<file path="config.mk">
export PLATFORM = sky130hd
export DESIGN_NAME = mem_port_arbiter
export DESIGN_NICKNAME = d
export VERILOG_FILES = /design/src/rtl/mem_port_arbiter.sv
export SDC_FILE = /design/constraint.sdc
export NUM_CORES = 1
export LEC_CHECK = 0
export CAP_MARGIN = 10
export CORE_MARGIN = 8
export CORE_UTILIZATION = 35
export CTS_CLUSTER_SIZE = 24
export DETAILED_ROUTE_END_ITERATION = 7
export HOLD_SLACK_MARGIN = 0.03
export MAX_ROUTING_LAYER = met4
export PLACE_DENSITY = 0.82
export SYNTH_ARGS = -nofsm -noshare
export SYNTH_HDL_FRONTEND = slang
export SYNTH_SLANG_ARGS = --single-unit
</file>
<file path="constraint.sdc">
create_clock -name clk -period 2.1 [get_ports clk]
set_input_delay 0.315 -clock clk [delete_from_list [all_inputs] [get_ports clk]]
set_output_delay 0.315 -clock clk [all_outputs]
set_load 0.01 [all_outputs]
</file>
<file path="src/rtl/mem_port_arbiter.sv">
// Arbitrates a single-ported fixed-latency memory between instruction fetch and load/store.
// Optional stall-cycle counters are compiled in when ARB_PERF_CNT_EN is defined.
module mem_port_arbiter #(
  parameter int unsigned ADDR_W     = 32,
  parameter int unsigned DATA_W     = 32,
  parameter int unsigned LATENCY    = 1,
  parameter int unsigned STARVE_MAX = 4
) (
  input  logic                  clk,
  input  logic                  rst,
  input  logic                  if_req,
  input  logic [ADDR_W-1:0]     if_addr,
  input  logic                  if_flush,
  output logic [DATA_W-1:0]     if_rdata,
  output logic                  if_valid,
  output logic                  if_stall,
  input  logic                  ls_req,
  input  logic                  ls_we,
  input  logic [ADDR_W-1:0]     ls_addr,
  input  logic [DATA_W-1:0]     ls_wdata,
  input  logic [DATA_W/8-1:0]   ls_be,
  output logic [DATA_W-1:0]     ls_rdata,
  output logic                  ls_valid,
  output logic                  ls_stall,
  output logic                  mem_en,
  output logic                  mem_we,
  output logic [ADDR_W-1:0]     mem_addr,
  output logic [DATA_W-1:0]     mem_wdata,
  output logic [DATA_W/8-1:0]   mem_be,
  input  logic [DATA_W-1:0]     mem_rdata,
  output logic [31:0]           perf_if_stall,
  output logic [31:0]           perf_ls_stall
);

  typedef enum logic [1:0] {IDLE, RD_IF, RD_LS, WR_LS} state_e;

  localparam logic [2:0] WAIT_INIT  = 3'(LATENCY - 1);
  localparam logic [3:0] STARVE_LIM = 4'(STARVE_MAX);

  state_e            state_q, state_d;
  logic [2:0]        wait_q, wait_d;
  logic [3:0]        starve_q, starve_d;
  logic              discard_q, discard_d;
  logic [DATA_W-1:0] if_rdata_q, ls_rdata_q;
  logic              grant_if, grant_ls, starved;

  assign starved = (starve_q == STARVE_LIM) && if_req;

  always_comb begin
    state_d   = state_q;
    wait_d    = wait_q;
    discard_d = discard_q;
    mem_en    = 1'b0;
    mem_we    = 1'b0;
    mem_addr  = '0;
    mem_wdata = '0;
    mem_be    = '0;
    if_valid  = 1'b0;
    ls_valid  = 1'b0;
    grant_if  = 1'b0;
    grant_ls  = 1'b0;
    // Nothing is granted or completed while rst is high, so a reset cycle never leaks a strobe.
    if (!rst) begin
      case (state_q)
        IDLE: begin
          grant_if = if_req && !if_flush && (!ls_req || starved);
          grant_ls = ls_req && !grant_if;
          if (grant_if) begin
            mem_en    = 1'b1;
            mem_addr  = if_addr;
            state_d   = RD_IF;
            wait_d    = WAIT_INIT;
            discard_d = 1'b0;
          end else if (grant_ls) begin
            mem_en    = 1'b1;
            mem_we    = ls_we;
            mem_addr  = ls_addr;
            mem_wdata = ls_wdata;
            mem_be    = ls_be;
            state_d   = ls_we ? WR_LS : RD_LS;
            wait_d    = WAIT_INIT;
          end
        end
        RD_IF: begin
          discard_d = discard_q || if_flush;
          if (wait_q == 3'd0) begin
            if_valid  = !(discard_q || if_flush);
            state_d   = IDLE;
            discard_d = 1'b0;
          end else begin
            wait_d = wait_q - 3'd1;
          end
        end
        RD_LS: begin
          if (wait_q == 3'd0) begin
            ls_valid = 1'b1;
            state_d  = IDLE;
          end else begin
            wait_d = wait_q - 3'd1;
          end
        end
        WR_LS: begin
          ls_valid = 1'b1;
          state_d  = IDLE;
        end
        default: state_d = IDLE;
      endcase
    end
  end

  always_comb begin
    starve_d = starve_q;
    if (!if_req || grant_if) begin
      starve_d = '0;
    end else if (grant_ls && starve_q != STARVE_LIM) begin
      starve_d = starve_q + 4'd1;
    end
  end

  always_ff @(posedge clk) begin
    if (rst) begin
      state_q    <= IDLE;
      wait_q     <= '0;
      starve_q   <= '0;
      discard_q  <= 1'b0;
      if_rdata_q <= '0;
      ls_rdata_q <= '0;
    end else begin
      state_q   <= state_d;
      wait_q    <= wait_d;
      starve_q  <= starve_d;
      discard_q <= discard_d;
      if (if_valid) if_rdata_q <= mem_rdata;
      if (ls_valid && state_q == RD_LS) ls_rdata_q <= mem_rdata;
    end
  end

  assign if_rdata = if_valid ? mem_rdata : if_rdata_q;
  assign ls_rdata = (ls_valid && state_q == RD_LS) ? mem_rdata : ls_rdata_q;
  assign if_stall = if_req && !if_valid;
  assign ls_stall = ls_req && !ls_valid;

`ifdef ARB_PERF_CNT_EN
  logic [31:0] perf_if_q, perf_ls_q;

  always_ff @(posedge clk) begin
    if (rst) begin
      perf_if_q <= '0;
      perf_ls_q <= '0;
    end else begin
      if (if_stall && perf_if_q != '1) perf_if_q <= perf_if_q + 32'd1;
      if (ls_stall && perf_ls_q != '1) perf_ls_q <= perf_ls_q + 32'd1;
    end
  end

  assign perf_if_stall = perf_if_q;
  assign perf_ls_stall = perf_ls_q;
`else
  assign perf_if_stall = '0;
  assign perf_ls_stall = '0;
`endif

endmodule

</file>
* After elaboration in Yosys (flattened, before gate mapping) *
Cells that the tools add are included.

storage, ports and cells
  register bits = 74
  output and inout bits = 202
  input bits = 138

operators by class
  reductions and logical operators = 27
  add/subtract/negate cells = 2
  muxes and demuxes = 44
  equality and inequality tests = 9

operator list
  operator               count
  $mux W32               10
  $mux W1                20
  $mux W4                4
  $mux W3                3
  $logic_and A1 B1 Y1    8
  $logic_not A1 Y1       7
  $mux W2                3
  $pmux W2 S3            1
  $pmux W3 S2            1
  $add A4 B1 Y4 const B  1
  $eq A2 B2 Y1 const B   2
  $eq A4 B3 Y1 const B   1
  $ne A2 B2 Y1 const B   2
  $ne A4 B3 Y1 const B   1
  $pmux W1 S2            2
  $reduce_and A2 Y1      2
  $reduce_bool A2 Y1     2
  $reduce_or A2 Y1       2
  $logic_not A3 Y1       1
  $logic_or A1 B1 Y1     3
  $ne A3 B3 Y1 const B   1
  $reduce_and A3 Y1      1
  $sub A3 B1 Y3 const B  1
  $eq A2 B1 Y1 const B   1
  other kinds (2)        2

* Logic depth before layout (Yosys ltp) *
  depth in word-level cells = 10
  gate-level depth with buffers = 8

* Worst setup path before layout *
No wires, ideal clock.

  kind = register -> output
  from = register state_q[0]
  to = output mem_addr[13]
  arrival = 1.578 ns
  cell stages (with the launch flop) = 8
  slack = 0.207 ns
  path through = dfxtp_1 -> inv_1 -> ha_1 -> nor2b_2 -> buf_2 -> buf_2 -> nand3_1 -> o21ai_0

on the way
  longest elaborated chain between the ends = 3

ends and longest elaborated chain
  item                    line  source
  from (decl)             40    state_e state_q, state_d;
  from (signal assigned)  129   state_q <= state_d;
  $logic_not A2 Y1        64    case (state_q)
  $mux W32                64
  $mux W32                63    if (!rst) begin
  to (decl)               27    output logic [ADDR_W-1:0] mem_addr,

Every way passes these cells.

* Final worst setup path *
  from = register starve_q[1]
  to = output mem_addr[9]

on the way
  longest elaborated chain between the ends = 10

ends and longest elaborated chain
  item                     line  source
  from (decl)              42    logic [3:0] starve_q, starve_d;
  from (signal assigned)   131   starve_q <= starve_d;
  $eq A4 B3 Y1 (*)         47    assign starved = (starve_q == STARVE_LIM) && if_req;
  $logic_and A1 B1 Y1 (*)  47
  $logic_or A1 B1 Y1 (*)   66    grant_if = if_req && !if_flush && (!ls_req || starved);
  $logic_and A1 B1 Y1 (*)  66
  $logic_not A1 Y1         67    grant_ls = ls_req && !grant_if;
  $logic_and A1 B1 Y1      67
  $mux W32                 74    end else if (grant_ls) begin
  $mux W32 (*)             68    if (grant_if) begin
  $mux W32 (*)             64
  $mux W32 (*)             63

Every way passes the cells marked *; elsewhere a longest branch is shown, timed or not.

==> impl_metrics.env <==
export IMPL_yosysTopAreaCell="dfxtp_1"
export IMPL_syn_area_sq_um=4632
export IMPL_start_kind="flip-flop"
export IMPL_synth_top_family_by_area="simple AND/OR/NAND/NOR gates"
export IMPL_r2r_slack_ns=0.25
export IMPL_crit_fanout=8
export IMPL_cap_violations=0
export IMPL_pwr_density_cell_nw_per_um2=814.8
export IMPL_cts_tree="built"
export IMPL_grtUsageMet2_pct=37.76
export IMPL_synthArstFlopShare_pct=0
export IMPL_die_width_microns=131.0
export IMPL_fin_skew_ns=0.007507
export IMPL_hpwl_microns=13110
export IMPL_synth_area_leaders="dfxtp_1 32%, and2_1 14%, buf_4 10%"
export IMPL_n_fill_cell=841
export IMPL_numCtsBuffers=9
export IMPL_drc=0
export IMPL_ys_flop_type="dfxtp_1"
export IMPL_grt_start_max_net_pins=69
export IMPL_drv_slew=0
export IMPL_yosysUniqueCellTypes=41
export IMPL_rsz0062_at_grt="true"
export IMPL_seqPwrFrac_pct=21.4
export IMPL_finalNetCount=1039
export IMPL_place_congestion=0.9172
export IMPL_rr_worst_depth=9
export IMPL_crit_reg2reg_launch="wait_q[1]$_SDFFE_PP0P_"
export IMPL_hp_start="starve_q[3]$_SDFFE_PP0P_"
export IMPL_first_global_vias=5306
export IMPL_p_leak_nw=4.526
export IMPL_synth_top_area_share_pct=31.98
export IMPL_drive_gt1_share_pct=51.06
export IMPL_synth_edf_count=0
export IMPL_wl_per_cell_microns=20.52
export IMPL_hp_class="reg2reg"
export IMPL_synth_avg_cell_area_sq_um=9.047
export IMPL_antenna_found_initial=1
export IMPL_period_share_pct=114.4
export IMPL_rows=42
export IMPL_hold_viol=0
export IMPL_grt_pass1_wl_microns=28800
export IMPL_die_h_microns=131.0
export IMPL_grt_util_met3_pct=5.438
export IMPL_core_area_sq_um=13090
export IMPL_totalWireLength_microns=22040
export IMPL_fin_crit_ns=2.402
export IMPL_die_area_sq_um=17170
export IMPL_grt_remaining_overflow=0
export IMPL_worst_ir_drop_vdd_mv=0.4836
export IMPL_cts_sinks=74
export IMPL_multi_input_area_sq_um=3258
export IMPL_worst_pin_slew_ns=0.5539
export IMPL_grt_use_total_pct=22.23
export IMPL_synthCells=512
export IMPL_place_inst=973
export IMPL_drt_pass1_iter_count=4
export IMPL_ys_seq_area_share_pct=31.98
export IMPL_critPathCaptureType="primary output"
export IMPL_synth_compound_area_share_pct=6.537
export IMPL_vias_per_cell=4.755
export IMPL_io_pins=340
export IMPL_grt_busiest_layer="met2"
export IMPL_status="complete, but fails checks"
export IMPL_p_comb_share_pct=59.1
export IMPL_fin_cells=1074
export IMPL_synth_xor_xnor_area_share_pct=0.1891
export IMPL_place_ws_ns=-0.6506
export IMPL_final_setup_worst_slack_ns=-0.3016
export IMPL_ys_ff_latch=74
export IMPL_violations="setup timing"
export IMPL_use_met1_pct=25.46
export IMPL_fin_area_sq_um=9544
export IMPL_netSwitchingPower_w=0.002610
export IMPL_area_delta_synth_final_pct=106.1
export IMPL_arrival_ns=2.09
export IMPL_required_ns=1.78
export IMPL_p_clk_share_pct=19.5
export IMPL_relSlewSlack_pct=63.07
export IMPL_path_class="reg2out"
export IMPL_initial_utilization_pct=35.40
export IMPL_place_area_sq_um=7644
export IMPL_port_buffers=275
export IMPL_vias=5107
export IMPL_yosys_warnings=0
export IMPL_seqCellArea_sq_um=1494
export IMPL_setup_viol=133
export IMPL_p_sw_share_pct=33.56
export IMPL_holdPathEnd="starve_q[3]$_SDFFE_PP0P_"
export IMPL_clk_pin_slew_ns=0.06
export IMPL_fin_util_pct=72.94
export IMPL_cts_max_level=3
export IMPL_reg2reg_to="ls_rdata_q[9]$_SDFF_PP0_"
export IMPL_holdPathStages=2
export IMPL_muxShareOfSynthArea_pct=18.48
export IMPL_antenna_left=0
export IMPL_drt_initial_drc_count=342
export IMPL_cts_hold_buf=0
export IMPL_cts_root_buffer="clkbuf_16"
export IMPL_intPower_w=0.005167
export IMPL_fmax_ghz=0.4164
export IMPL_clock_latency_ns=0.33
export IMPL_synth_fa_ha_area_share_pct=2.431
export IMPL_clock_path_buffers=2
export IMPL_p_total_w=0.007777
export IMPL_yosys_area_share_simple_pct=25.15
==> critical path, cell delays in order, from the launching register on <==
cell,delay (ns)
dfxtp_2,0.32
inv_2,0.07
ha_4,0.14
nand3b_1,0.15
a21oi_4,0.25
buf_6,0.14
buf_6,0.13
buf_8,0.14
nand3_2,0.07
o21ai_1,0.14
buf_2,0.20
==> cell families after synthesis <==
family / after synthesis
AOI/OAI and AO/OA: 50
other: 1
muxes: 67
buffers and inverters: 108
and+or+nand+nor: 202
xor gates and xnor gates: 1
adders and majority gates: 9
DFF: 74
==> power groups by stage <==
stage | Sequential (W) | Clock, W | Combinational, W
floorplan | 0.00163 | 0 | 0.00164
global placement | 0.00164 | 0 | 0.00311
detailed placement | 0.00164 | 0 | 0.00315
CTS | 0.00164 | 0.00155 | 0.00420
global route | 0.00167 | 0.00163 | 0.00486
finish | 0.00166 | 0.00152 | 0.00460
==> placed cells by master (no fill, tap or decap), drive strengths merged, types with 2 or more instances in the layout <==
master	n
o31ai	3
a21oi	4
and2	102
nand2	7
clkdlybuf4s50	134
nor2	8
buf	261
mux2	64
conb	64
a31oi	2
clkinv	3
inv	10
mux2i	3
dlygate4sd2	2
o21ai	35
nand3	70
nor2b	6
ha	9
dfxtp	74
clkbuf	16
nand2b	2
==> worst max path at each step <==
stage | from | endpoint | cells after the start
final | starve_q[1]$_SDFFE_PP0P_ | mem_addr[9] | 10
after global routing | starve_q[1]$_SDFFE_PP0P_ | mem_addr[14] | 10
after CTS | wait_q[1]$_SDFFE_PP0P_ | ls_rdata[14] | 9
after detailed placement | rst | mem_addr[17] | 8
after global placement | rst | mem_addr[17] | 8
after floorplan | state_q[0]$_SDFFE_PP0P_ | mem_addr[13] | 7
==> repair_timing <==
item | CTS | global route
pin swaps | 38 | 35
resized for setup | 761 | 198
gates cloned | 14 | 3
endpoints found under the setup margin | 138 | 138
setup buffers | 57 | 26
==> per-stage QoR <==
stage / hold WS [ns] / TNS, ns
floorplan: 0.4565 / 0
global placement: 0.4708 / -61.64
detailed placement: 0.4914 / -63.49
CTS: 0.4993 / -26.02
global route: 0.5350 / -29.96
finish: 0.5157 / -21.15
==> layout make-up <==
cell class,instances,share of cell area (%)
tap,176,2.307
clock inverter,6,0.6817
sequential,74,15.65
inverter,9,0.4326
timing repair buffer,405,44.36
antenna,1,0.02622
multi-input combinational,393,34.14
clock buffer,10,2.399
==> synthesized netlist by cell type (2+ instances only) <==
cell type and instances:
nand2b_1 2, nor2_1 7, o21ai_0 34, inv_1 8
buf_2 9, mux2i_1 3, clkbuf_1 20, mux2_2 36
nand2_1 6, nand3_1 70, buf_6 6, ha_1 9
dfxtp_1 74, mux2_4 28, o31ai_1 3, a21oi_1 3
nor2b_1 4, buf_4 64, nor2b_2 2, a31oi_1 2
and2_1 102
==> per-layer routing <==
metal,up-vias,wire length (microns)
met5,-,0
met4,0,608
met3,48,1476
met2,275,11550
met1,2427,8402
li1,2357,-
==> flip-flops by register name (all words and copies together), names as in the netlist <==
name,flops
if_rdata_q,32
ls_rdata_q,32
starve_q,4
wait_q,3
state_q,2
discard_q,1
(Power assumes the default switching activity.)
